--- config.mk ---
export PLATFORM = sky130hd
export DESIGN_NAME = reset_sequencer_flat
export DESIGN_NICKNAME = d
export VERILOG_FILES = /design/src/rtl/reset_sequencer_if.sv /design/src/rtl/reset_sequencer.sv /design/src/flat_wrapper.sv
export SDC_FILE = /design/constraint.sdc
export NUM_CORES = 1
export LEC_CHECK = 0
export ABC_AREA = 1
export ABC_CLOCK_PERIOD_IN_PS = 1500
export BUFFER_PORTS_ARGS = -buffer_cell sky130_fd_sc_hd__buf_4
export CAP_MARGIN = 20
export CORE_MARGIN = 2
export CORE_UTILIZATION = 45
export CTS_CLUSTER_SIZE = 28
export DETAILED_ROUTE_END_ITERATION = 6
export HOLD_SLACK_MARGIN = 0.08
export SKIP_CTS_REPAIR_TIMING = 1
export SYNTH_ARGS = -nofsm -noshare
export SYNTH_HDL_FRONTEND = slang
export SYNTH_SLANG_ARGS = --single-unit
--- constraint.sdc ---
create_clock -name clk -period 1.5 [get_ports clk]
set_input_delay 0.15 -clock clk [delete_from_list [all_inputs] [get_ports clk]]
set_output_delay 0.15 -clock clk [all_outputs]
set_load 0.01 [all_outputs]
--- src/rtl/reset_sequencer_if.sv ---
// Bundle of reset-request inputs and sequenced reset outputs shared by
// the reset_sequencer and whatever drives its request side.
interface reset_sequencer_if #(
   parameter int NUM_SRC     = 2,
   parameter int NUM_DOMAINS = 3
);
   logic                   ext_resetn;
   logic [NUM_SRC-1:0]     req;
   logic                   cause_clr;
   logic [NUM_DOMAINS-1:0] domain_reset;
   logic                   all_released;
   logic                   busy;
   logic [NUM_SRC+1:0]     cause;

   modport master (
      output ext_resetn, req, cause_clr,
      input  domain_reset, all_released, busy, cause
   );

   modport slave (
      input  ext_resetn, req, cause_clr,
      output domain_reset, all_released, busy, cause
   );
endinterface

--- src/rtl/reset_sequencer.sv ---
// Merges power-on, external and strobe reset sources into NUM_DOMAINS
// synchronous resets, asserted together and released in index order.
module reset_sequencer #(
   parameter int SYNC_STAGES = 2,
   parameter int NUM_SRC     = 2,
   parameter int NUM_DOMAINS = 3,
   parameter int HOLD_CYCLES = 8,
   parameter int GAP_CYCLES  = 4
) (
   input logic               clk,
   input logic               resetn,
   reset_sequencer_if.slave  bus
);
   localparam int CNT_MAX = (HOLD_CYCLES > GAP_CYCLES) ? HOLD_CYCLES : GAP_CYCLES;
   localparam int CW      = $clog2((CNT_MAX > 2) ? CNT_MAX : 2);
   localparam int IW      = $clog2((NUM_DOMAINS > 2) ? NUM_DOMAINS : 2);

   localparam logic [CW-1:0] HOLD_LAST = CW'(HOLD_CYCLES - 1);
   localparam logic [CW-1:0] GAP_LAST  = CW'((GAP_CYCLES > 0) ? GAP_CYCLES - 1 : 0);
   localparam logic [IW-1:0] IDX_LAST  = IW'(NUM_DOMAINS - 1);
   localparam bit            ONE_SHOT  = (NUM_DOMAINS == 1) || (GAP_CYCLES == 0);

   typedef enum logic [1:0] {HOLD, RELEASE, DONE} state_t;

   logic [SYNC_STAGES-1:0] run_sync, ext_sync;
   logic                   run, ext_req, trigger;
   logic [NUM_SRC+1:0]     trig_bits;

   state_t                 state_q, state_d;
   logic [CW-1:0]          hold_q, hold_d, gap_q, gap_d;
   logic [IW-1:0]          idx_q, idx_d;
   logic [NUM_DOMAINS-1:0] dom_q, dom_d;
   logic                   all_q, all_d, busy_q, busy_d;
   logic [NUM_SRC+1:0]     cause_q, cause_d;

   // NOTE: sequential state uses non-blocking assignments so every flop
   // samples the pre-edge value of its neighbours.
   always_ff @(posedge clk or negedge resetn) begin
      if (!resetn) begin
         run_sync <= '0;
         ext_sync <= '0;
      end else begin
         run_sync <= {run_sync[SYNC_STAGES-2:0], 1'b1};
         ext_sync <= {ext_sync[SYNC_STAGES-2:0], bus.ext_resetn};
      end
   end

   // Sources are ignored until the power-on release has propagated, so the
   // zero-reset external synchroniser does not log a spurious cause.
   assign run       = run_sync[SYNC_STAGES-1];
   assign ext_req   = ~ext_sync[SYNC_STAGES-1];
   assign trigger   = run & ((|bus.req) | ext_req);
   assign trig_bits = run ? {bus.req, ext_req, 1'b0} : '0;

   always_ff @(posedge clk or negedge resetn) begin
      if (!resetn) begin
         state_q <= HOLD;
         hold_q  <= '0;
         gap_q   <= '0;
         idx_q   <= '0;
         dom_q   <= '1;
         all_q   <= 1'b0;
         busy_q  <= 1'b1;
         cause_q <= (NUM_SRC+2)'(1);
      end else begin
         state_q <= state_d;
         hold_q  <= hold_d;
         gap_q   <= gap_d;
         idx_q   <= idx_d;
         dom_q   <= dom_d;
         all_q   <= all_d;
         busy_q  <= busy_d;
         cause_q <= cause_d;
      end
   end

   // NOTE: every variable gets a default before any branch, so no path
   // leaves one unassigned and no latch is inferred.
   always_comb begin
      state_d = state_q;
      hold_d  = hold_q;
      gap_d   = gap_q;
      idx_d   = idx_q;
      dom_d   = dom_q;
      all_d   = all_q;
      busy_d  = busy_q;
      cause_d = (bus.cause_clr ? '0 : cause_q) | trig_bits;

      if (trigger) begin
         state_d = HOLD;
         hold_d  = '0;
         gap_d   = '0;
         idx_d   = '0;
         dom_d   = '1;
         all_d   = 1'b0;
         busy_d  = 1'b1;
      end else begin
         case (state_q)
            HOLD: begin
               if (run) begin
                  if (hold_q == HOLD_LAST) begin
                     hold_d = '0;
                     gap_d  = '0;
                     if (ONE_SHOT) begin
                        state_d = DONE;
                        dom_d   = '0;
                        all_d   = 1'b1;
                        busy_d  = 1'b0;
                     end else begin
                        state_d  = RELEASE;
                        dom_d[0] = 1'b0;
                        idx_d    = IW'(1);
                     end
                  end else begin
                     hold_d = hold_q + CW'(1);
                  end
               end
            end
            RELEASE: begin
               if (gap_q == GAP_LAST) begin
                  gap_d        = '0;
                  dom_d[idx_q] = 1'b0;
                  if (idx_q == IDX_LAST) begin
                     state_d = DONE;
                     idx_d   = '0;
                     all_d   = 1'b1;
                     busy_d  = 1'b0;
                  end else begin
                     idx_d = idx_q + IW'(1);
                  end
               end else begin
                  gap_d = gap_q + CW'(1);
               end
            end
            DONE: ;
            default: begin
               state_d = HOLD;
               dom_d   = '1;
               all_d   = 1'b0;
               busy_d  = 1'b1;
            end
         endcase
      end
   end

   assign bus.domain_reset = dom_q;
   assign bus.all_released = all_q;
   assign bus.busy         = busy_q;
   assign bus.cause        = cause_q;
endmodule
--- src/flat_wrapper.sv ---
// flat-port wrapper written by rule: the top's interface ports become plain ports
module reset_sequencer_flat 
#(
   parameter int SYNC_STAGES = 2,
   parameter int NUM_SRC     = 2,
   parameter int NUM_DOMAINS = 3,
   parameter int HOLD_CYCLES = 8,
   parameter int GAP_CYCLES  = 4
)
  (clk, resetn, bus_ext_resetn, bus_req, bus_cause_clr, bus_domain_reset, bus_all_released, bus_busy, bus_cause);
  reset_sequencer_if #(.NUM_SRC(NUM_SRC), .NUM_DOMAINS(NUM_DOMAINS)) bus_i ();
  input logic clk;
  input logic resetn;
  input wire logic [$bits(bus_i.ext_resetn)-1:0] bus_ext_resetn;
  input wire logic [$bits(bus_i.req)-1:0] bus_req;
  input wire logic [$bits(bus_i.cause_clr)-1:0] bus_cause_clr;
  output wire logic [$bits(bus_i.domain_reset)-1:0] bus_domain_reset;
  output wire logic [$bits(bus_i.all_released)-1:0] bus_all_released;
  output wire logic [$bits(bus_i.busy)-1:0] bus_busy;
  output wire logic [$bits(bus_i.cause)-1:0] bus_cause;
  assign bus_i.ext_resetn = bus_ext_resetn;
  assign bus_i.req = bus_req;
  assign bus_i.cause_clr = bus_cause_clr;
  assign bus_domain_reset = bus_i.domain_reset;
  assign bus_all_released = bus_i.all_released;
  assign bus_busy = bus_i.busy;
  assign bus_cause = bus_i.cause;
  reset_sequencer #(.SYNC_STAGES(SYNC_STAGES), .NUM_SRC(NUM_SRC), .NUM_DOMAINS(NUM_DOMAINS), .HOLD_CYCLES(HOLD_CYCLES), .GAP_CYCLES(GAP_CYCLES)) u_core (.clk(clk), .resetn(resetn), .bus(bus_i));
endmodule
==> impl_metrics.csv <==
group,metric,value,unit
finish,diodes,0,
route,vias,892,
global_routing,grt_pass1_vias,831,
global_routing,grtUsageTotal,16.6,%
placement,placed_area,0.00128,mm²
power,power_frac_seq,44.4,%
synthesis,yosys_warnings,0,
route,drt_iter0_drc,23,
clocking,clockRootBuffer,"clkbuf_4",
setup_path,path_depth,9,
clocking,clk_path_buf_depth,2,
route,drt.antenna.violating_nets,0,
placement,dp_slack,0.104,ns
timing,hold_viol_final,0,
global_routing,grt_pass1_wl,3.47,mm
power,internal_power,0.00118,W
timing,slew_viol_final,0,
power,p_per_area,1460,mW/mm²
setup_path,cp_top_family,"simple AND/OR/NAND/NOR gates",
power,p_comb_share,41.1,%
floorplan,rows,18,
setup_path,crit_top_cell,"nand2_1",
route,drt_first_pass_iters,4,
min_path,whs_path_depth,3,
finish,instances_no_fill,182,
timing,period_share,91.2,%
global_routing,grt_antenna_before_repair,0,
timing,setup_viol,0,
synthesis,yosysMostFrequentCell,"nand2_1",
power,power_switching,0.000798,W
placement,globalplace.congestion,0.836,
finish,fillers,234,
setup_path,crit_required,1.75,ns
placement,placed_cells,175,
floorplan,core,0.00245,mm²
setup_path,cp_slowest_stage_delay,0.42,ns
min_path,hp-start,"bus_req[1]",
setup_path,timing.critical_path.buf_inv,1,
timing,rsz0062_at_grt,"false",
global_routing,grt_overflow,0,
global_routing,grt_max_degree,24,
timing,max_freq,731,MHz
synthesis,synth_area_leaders,"dfrtp_1 (39%), dfstp_2 (11%), nand2_1 (11%), nand3_1 (3.9%), inv_1 (3.9%)",
synthesis,async_flop_share,100,%
setup_path,crit_path_start_kind,"register",
finish,layout.area.seq,583,µm²
finish,multiInputGateArea,502,µm²
setup_path,critPathArrivalTime,1.62,ns
setup_path,cp-end-kind,"register",
setup_path,r2r_cells,9,
clocking,cts_tree,"yes",
timing,fin_tns_setup,0,ns
route,wl_per_cell,11.4,µm
finish,utilization,55.0,%
timing,finalCriticalPeriod,1.37,ns
run_status,outcome,"finished clean",
synthesis,syn_area,0.00115,mm²
min_path,hold_class,"in2reg",
setup_path,cp_cell_sequence,"ha_2, ha_1, inv_1, nand2_1, nor2_4, nor2_4, nand2_2, nand2_1, nand2_1",
power,clkPwrFrac,14.5,%
synthesis,ys_types,23,
timing,fin_skew,0.00266,ns
flow_run,max_cap_viol_count,0,
finish,stdcell_area,0.00135,mm²
clocking,h-tree-depth,1,
synthesis,synth_cells,132,
synthesis,synth.top_cell.area_share,39.0,%
power,power_switching_share,40.4,%
setup_path,cpMaxStageDelayCell,"dfrtp_1",
placement,port_buffers,14,
synthesis,syn_area_per_cell,8.74,µm²
synthesis,yosysSeqAreaShare,50.4,%
floorplan,die_x,54.6,µm
route,vias_per_cell,4.90,
finish,drive_above_1_share,29.6,%
floorplan,dieArea,0.00298,mm²
clocking,clkLatencyLatePin,0.31,ns
route,drc,0,
setup_path,startpoint,"u_core.hold_q[0]",
clocking,clkSlewWorstSetupHoldPaths,0.12,ns
floorplan,ios,15,
finish,area_growth,17.0,%
floorplan,fp.dieH,54.6,µm
placement,dpl.hpwl,1.60,mm
synthesis,synth-edff-count,0,
finish,nets,162,
synthesis,syn_nets,141,
floorplan,initial_utilization,47.0,%
timing,setup_ws,0.132,ns
synthesis,synth_top_area_cell,"dfrtp_1",
synthesis,ys.flop_type,"dfrtp_1",
setup_path,crit_type,"reg2reg",
setup_path,rr_startpoint,"u_core.hold_q[0]",
clocking,numCtsBuffers,3,
setup_path,cp_max_fo,4,
synthesis,synth_seq_cells,23,
route,routed_wl,2.08,mm
synthesis,netlist_top_cells_count,"nand2_1 (33), dfrtp_1 (18), inv_1 (12), nor2_1 (12), nand3_1 (9)",
power,vdd_drop_max,1.01,mV
clocking,cts_sinks,23,
power,leakage,0.696,nW
[flip-flops by register name, indices dropped and copies added (netlist names)]
signal / cells
u_core.bus.cause: 4
u_core.bus.domain_reset: 3
u_core.gap_q: 3
u_core.hold_q: 3
u_core.ext_sync: 2
u_core.idx_q: 2
u_core.run_sync: 2
u_core.state_q: 2
u_core.bus.all_released: 1
u_core.bus.busy: 1
[power groups by stage]
stage / clock [W] / sequential (W) / combinational (W)
after floorplan: 0 / 0.000885 / 0.000579
after global placement: 0 / 0.000888 / 0.000796
after detailed placement: 0 / 0.000889 / 0.000797
after global routing: 0.000325 / 0.000898 / 0.000919
after CTS: 0.000301 / 0.000877 / 0.000801
final: 0.000286 / 0.000877 / 0.000810
[layout by cell type, fill, tap and decap left out, types with 2 or more instances in the layout]
master | Yosys | routed
a21oi_1 | 2 | 2
buf_4 | 0 | 14
clkbuf_4 | 0 | 3
dfrtp_1 | 18 | 17
dfstp_2 | 5 | 5
dlygate4sd3_1 | 0 | 3
ha_1 | 3 | 2
inv_1 | 12 | 12
inv_2 | 3 | 3
nand2_1 | 33 | 33
nand2_2 | 6 | 6
nand2_4 | 4 | 4
nand3_1 | 9 | 9
nand3b_1 | 2 | 2
nand4_1 | 3 | 3
nor2_1 | 12 | 12
nor2_2 | 3 | 2
nor2_4 | 2 | 3
o21ai_0 | 4 | 4
o21ai_1 | 5 | 5
[layer usage]
layer | up-vias | global-route usage [%] | share of wire (%)
met1 | 413 | 22.3 | 48
met4 | 0 | 6.25 | 1.5
met5 | - | 0 | 0
met2 | 23 | 26.2 | 45
met3 | 4 | 3.28 | 5.2
li1 | 452 | - | -
[cell type report]
class,instances,share of cell area [%]
Multi-Input combinational cell,91,37.2
Inverter,17,4.91
Timing Repair Buffer,17,10.0
Tap cell,30,2.78
Clock buffer,4,1.95
Sequential cell,23,43.2
[stage by stage]
| step | hold slack [ns] | total power, W |
|---|---|---|
| after floorplan | -0.146 | 0.00146 |
| after global placement | 0.0537 | 0.00168 |
| after detailed placement | 0.0588 | 0.00169 |
| after CTS | -0.297 | 0.00198 |
| after global routing | 0.104 | 0.00214 |
| final | 0.0983 | 0.00197 |
[worst min-delay path, cell delays in order]
cell and delay, ns:
buf_4 0.10, nand2_4 0.06, o21ai_0 0.07
[cells by family after synthesis]
kind of cell / Yosys count / share of synthesized area [%]
adders and majority gates: 3 / 3.25
other: 1 / 0.325
buffers and inverters: 18 / 6.72
and+or+nand+nor: 75 / 33.7
AOI/OAI and AO/OA: 12 / 5.53
DFF: 23 / 50.4
[worst paths after layout]
check	endpoint	slack, ns
max	u_core.gap_q[1]	0.13
min	u_core.bus.cause[3]	0.1
max reg2reg	u_core.gap_q[1]	0.13
min reg2reg	u_core.run_sync[1]	0.36
max in group asynchronous	u_core.bus.busy	0.98
min in group asynchronous	u_core.bus.cause[3]	0.25
Power figures use the tool's default switching activity.
